===== src/rtl/dac_spi_serializer.sv =====
// Serializes a 12-bit sample behind a 4-bit command nibble into a 16-bit SPI (mode 0) DAC frame.
// Optional macro DAC_LDAC_EN adds an LDAC_n strobe phase after chip select is released.
module dac_spi_serializer #(
    parameter int unsigned CLK_DIV   = 4,
    parameter logic [3:0]  CTRL_BITS = 4'b0011
) (
    input  logic        Clock,
    input  logic        Reset,
    input  logic [11:0] Din,
    input  logic        Start,
    output logic        Busy,
    output logic        Done,
    output logic        SCLK,
    output logic        SDO,
    output logic        CS_n
`ifdef DAC_LDAC_EN
    ,
    output logic        LDAC_n
`endif
);

    typedef enum logic [2:0] {
        IDLE,
        SETUP,
        SHIFT,
        HOLD
`ifdef DAC_LDAC_EN
        ,
        LDAC
`endif
    } state_t;

    localparam logic [7:0] DIV_LAST = 8'(CLK_DIV - 1);

    state_t      state_reg;
    logic [7:0]  div_reg;
    logic [4:0]  bit_reg;
    // Bits still to be sent after the one currently on SDO, MSB first.
    logic [14:0] shreg_reg;
    logic        busy_reg;
    logic        done_reg;
    logic        sclk_reg;
    logic        sdo_reg;
    logic        cs_n_reg;
`ifdef DAC_LDAC_EN
    logic        ldac_n_reg;
`endif

    always_ff @(posedge Clock) begin
        if (!Reset) begin
            state_reg  <= IDLE;
            div_reg    <= '0;
            bit_reg    <= '0;
            shreg_reg  <= '0;
            busy_reg   <= 1'b0;
            done_reg   <= 1'b0;
            sclk_reg   <= 1'b0;
            sdo_reg    <= 1'b0;
            cs_n_reg   <= 1'b1;
`ifdef DAC_LDAC_EN
            ldac_n_reg <= 1'b1;
`endif
        end else begin
            done_reg <= 1'b0;
            case (state_reg)
                IDLE: begin
                    if (Start) begin
                        shreg_reg <= {CTRL_BITS[2:0], Din};
                        sdo_reg   <= CTRL_BITS[3];
                        cs_n_reg  <= 1'b0;
                        busy_reg  <= 1'b1;
                        div_reg   <= '0;
                        bit_reg   <= '0;
                        state_reg <= SETUP;
                    end
                end
                SETUP: begin
                    if (div_reg == DIV_LAST) begin
                        div_reg   <= '0;
                        bit_reg   <= '0;
                        state_reg <= SHIFT;
                    end else begin
                        div_reg <= div_reg + 8'd1;
                    end
                end
                SHIFT: begin
                    if (div_reg == DIV_LAST) begin
                        div_reg <= '0;
                        if (!sclk_reg) begin
                            sclk_reg <= 1'b1;
                            bit_reg  <= bit_reg + 5'd1;
                        end else begin
                            sclk_reg <= 1'b0;
                            // The falling edge after the 16th rise closes the data phase.
                            if (bit_reg == 5'd16) begin
                                sdo_reg   <= 1'b0;
                                bit_reg   <= '0;
                                state_reg <= HOLD;
                            end else begin
                                sdo_reg   <= shreg_reg[14];
                                shreg_reg <= {shreg_reg[13:0], 1'b0};
                            end
                        end
                    end else begin
                        div_reg <= div_reg + 8'd1;
                    end
                end
                HOLD: begin
                    if (div_reg == DIV_LAST) begin
                        div_reg  <= '0;
                        bit_reg  <= '0;
                        cs_n_reg <= 1'b1;
`ifdef DAC_LDAC_EN
                        state_reg <= LDAC;
`else
                        busy_reg  <= 1'b0;
                        done_reg  <= 1'b1;
                        state_reg <= IDLE;
`endif
                    end else begin
                        div_reg <= div_reg + 8'd1;
                    end
                end
`ifdef DAC_LDAC_EN
                LDAC: begin
                    // First LDAC cycle is the CS_n-high gap; the strobe follows it.
                    if (ldac_n_reg) begin
                        ldac_n_reg <= 1'b0;
                        div_reg    <= '0;
                    end else if (div_reg == DIV_LAST) begin
                        ldac_n_reg <= 1'b1;
                        busy_reg   <= 1'b0;
                        done_reg   <= 1'b1;
                        div_reg    <= '0;
                        state_reg  <= IDLE;
                    end else begin
                        div_reg <= div_reg + 8'd1;
                    end
                end
`endif
                default: state_reg <= IDLE;
            endcase
        end
    end

    assign Busy = busy_reg;
    assign Done = done_reg;
    assign SCLK = sclk_reg;
    assign SDO  = sdo_reg;
    assign CS_n = cs_n_reg;
`ifdef DAC_LDAC_EN
    assign LDAC_n = ldac_n_reg;
`endif

endmodule


===== config.mk =====
export PLATFORM = sky130hd
export DESIGN_NAME = dac_spi_serializer
export DESIGN_NICKNAME = d
export VERILOG_FILES = /design/src/rtl/dac_spi_serializer.sv
export SDC_FILE = /design/constraint.sdc
export NUM_CORES = 1
export LEC_CHECK = 0
export CAP_MARGIN = 40
export CORE_MARGIN = 2
export CORE_UTILIZATION = 60
export CTS_BUF_LIST = sky130_fd_sc_hd__clkbuf_8 sky130_fd_sc_hd__clkbuf_16
export DETAILED_ROUTE_END_ITERATION = 8
export DONT_BUFFER_PORTS = 1
export PLACE_DENSITY = 0.76
export REMOVE_ABC_BUFFERS = 1
export SLEW_MARGIN = 30
export SYNTH_ARGS = -nofsm -noshare
export SYNTH_HDL_FRONTEND = slang
export SYNTH_SLANG_ARGS = --single-unit
export TNS_END_PERCENT = 5

===== constraint.sdc =====
create_clock -name Clock -period 5.6 [get_ports Clock]
set_clock_uncertainty 0.2 [all_clocks]
set_input_delay 1.68 -clock Clock [delete_from_list [all_inputs] [get_ports Clock]]
set_output_delay 1.68 -clock Clock [all_outputs]
set_load 0.02 [all_outputs]

==> summary.md <==
| Metric | Value |
|---|---|
| Seq/Total Area, Yosys | 37.9% |
| DRC Markers | 0 |
| Number of fill cells | 248 |
| Hold_sp | shreg_reg[14] |
| Critical Path RT | 5.62 ns |
| Clock-pin transition on the worst setup and hold timing paths | 0.07 ns |
| Final ANT Viol Nets | 0 |
| Area of the multi-input gates | 0.00106 mm2 |
| Clock Path Buffers | 2 |
| Pwr dens | 490 mW/mm2 |
| CTS tree | yes |
| DP HPWL | 2650 um |
| Hold Path End | shreg_reg[14] |
| Worst slew margin | 48.8% |
| IO Pins | 20 |
| Hold Vio Cnt, Final | 0 |
| Worst r2r src | state_reg[0] |
| Final period util | 53.9% |
| First-pass GRT wire length | 6340 um |
| Width of the die | 59.5 um |
| Largest net degree at the start of global routing | 25 |
| Setup Buffers After CTS | 0 |
| Cell Area, Synth | 0.00185 mm2 |
| Lkg Pwr | 0.737 nW |
| PnR worst setup slack | 2.58 ns |
| Final slew viol count | 0 |
| Worst skew pair latency | 0.29 ns |
| Design Power | 0.952 mW |
| WL per Instance | 16.6 um |
| Cell count after synthesis | 199 |
| NumNets Final | 218 |
| Max reg flops | 15 |
| Commonest non-fill, non-tap cell in the layout | dfxtp_1 |
| Count of different cell masters after synthesis | 46 |
| Arr. time, crit path | 3.04 ns |
| Worst IR Drop VDD | 0.270 mV |
| RSZ-0062 raised after global routing | no |
| Top FF cell, synth | dfxtp_1 |
| EDFF count, synth | 0 |
| Post-synthesis register bit count | 35 |
| Clock power share | 20.8% |
| Net switching power figure | 0.371 mW |
| CTS hold repair buffers | 0 |
| Max cap viols | 0 |
| Clock sink total | 35 |
| Worst Reg-to-Reg Cells | 7 |
| Hold depth | 2 |
| Setup-failing EPs final | 0 |
| CTS Buf Count | 5 |
| Number of H-tree levels | 2 |
| Storage cell area | 701 um2 |
| Port bufs | 0 |
| Via density | 6.62 |
| Clock root cell | clkbuf_8 |
| Die Height | 59.5 um |
| Via count | 1,515 |
| Comb pwr share | 42.8% |
| Vias in the first global route | 1,434 |
| Crit start category | primary input |
| Num rows | 20 |
| Antenna diode count | 0 |
| Antenna violations before repair | 0 |
| Layout cells sized above 1 | 9.69% |
| Pre-antenna DRT Iters | 4 |
| Area of the die | 0.00354 mm2 |
| Power Internal | 0.581 mW |
| Worst Tran Pin Value | 0.768 ns |
| HP Class | reg -> reg |
| RePlAce Congestion | 0.903 |
| Detailed Route Iter0 Violations | 99 |
| DRT Wirelength | 3800 um |
| Avg Cell Area, Syn | 9.29 um2 |
| All-Layer GR Usage | 23.9% |
| Yosys warning total | 0 |
| Async S/R FF share, synth | 0% |
| Sequential Power Share | 36.4% |
| Core footprint | 0.00300 mm2 |
| Status | finished, final reports clean |
| Switching part of the total power | 38.9% |
| F_max | 331 MHz |
| Utilization after layout | 64.8% |
| Final setup TNS | 0 ns |
| Worst r2r dst | shreg_reg[13] |
| Starting Density | 61.5% |
| Synth-to-Final Area Change | 5.21% |
| Min Tclk post-route | 3.02 ns |
| CTS resizes | 0 |
| Setup slack, reg-to-reg | 3.01 ns |
| Remaining Overflow, GRT | 0 |
| Critical path class | in -> reg |
| CP Max Fanout | 14 |
| CP Capture Type | flip-flop |
| Place WS | 2.26 ns |
| Most frequent cells in the layout | dfxtp_1, mux2i_1, a31oi_1 |
[cell families after synthesis]
| logic type | synth area share (%) |
|---|---|
| buf+inv | 4.67 |
| xor+xnor | 0.474 |
| flops | 37.9 |
| compound gates | 25.2 |
| mux | 8.67 |
| simple gates | 17.7 |
| fa+ha+maj | 5.42 |
[synthesized netlist by cell type, drive strengths merged, types with 2 or more instances]
cell type | n | share of area, %
o41ai | 2 | 0.95
nor2b | 3 | 1.0
dfxtp | 35 | 38
a41oi | 2 | 0.95
nand2b | 3 | 1.0
a211oi | 11 | 4.5
o21ai | 9 | 2.4
a21o | 2 | 0.81
and3 | 5 | 1.7
clkbuf | 7 | 1.4
and2 | 3 | 1.0
nand4 | 2 | 0.68
nor2 | 10 | 2.0
nand3 | 5 | 1.4
a311oi | 2 | 0.95
a31oi | 12 | 4.1
nand2 | 11 | 2.2
o211ai | 3 | 1.2
mux2i | 16 | 8.7
o31ai | 2 | 0.81
inv | 6 | 1.2
ha | 8 | 5.4
a31o | 2 | 0.95
a21oi | 10 | 2.7
buf | 6 | 2.0
nand3b | 2 | 0.81
o211a | 2 | 1.1
a22oi | 2 | 1.1
o311ai | 3 | 1.4
nor3 | 3 | 1.7
[how the worst max path moves through the flow]
stage | depth (start not counted) | end | start | slack, ns
after floorplan | 4 | bit_reg[3] | Start | 2.51
after global placement | 4 | shreg_reg[14] | Start | 2.31
after detailed placement | 4 | shreg_reg[13] | Start | 2.26
after CTS | 4 | shreg_reg[3] | Start | 2.58
after global routing | 4 | shreg_reg[3] | Start | 2.41
final | 4 | shreg_reg[13] | Start | 2.58
[power by group through the flow]
stage,registers (mW),clock network (mW),logic [mW]
floorplan,0.341,0,0.320
global placement,0.348,0,0.376
detailed placement,0.351,0,0.397
CTS,0.347,0.203,0.398
global route,0.351,0.213,0.458
finish,0.347,0.198,0.407
[worst max-delay path, stage by stage]
cell,delay (ns)
nand2b_1,0.25
o21ai_0,0.27
nor3_4,0.58
mux2i_1,0.25
[layer usage]
layer	global-route usage [%]	part of all wire, %	routed length, um	vias up
li1	-	-	-	739
met5	0	0	0	-
met1	29.3	45	1720	733
met4	12.4	1.7	65	0
met3	6.33	5.4	206	5
met2	38.3	48	1810	38
[metrics by stage]
stage / hold slack [ns] / instances / instance area (um2)
after floorplan: 0.228 / 186 / 1780
after global routing: 0.279 / 229 / 1940
after CTS: 0.271 / 228 / 1940
after global placement: 0.240 / 219 / 1830
after detailed placement: 0.262 / 220 / 1840
final: 0.263 / 229 / 1940
[layout make-up]
cell class              count  area share [%]
multi-input cells         145            54.6
well taps                  33            2.12
flip-flops and latches     35            36.0
clock buffers               7            4.95
repair buffers              2           0.965
inverters                   6            1.16
clock inverters             1           0.193
Power figures use the tool's default switching activity.
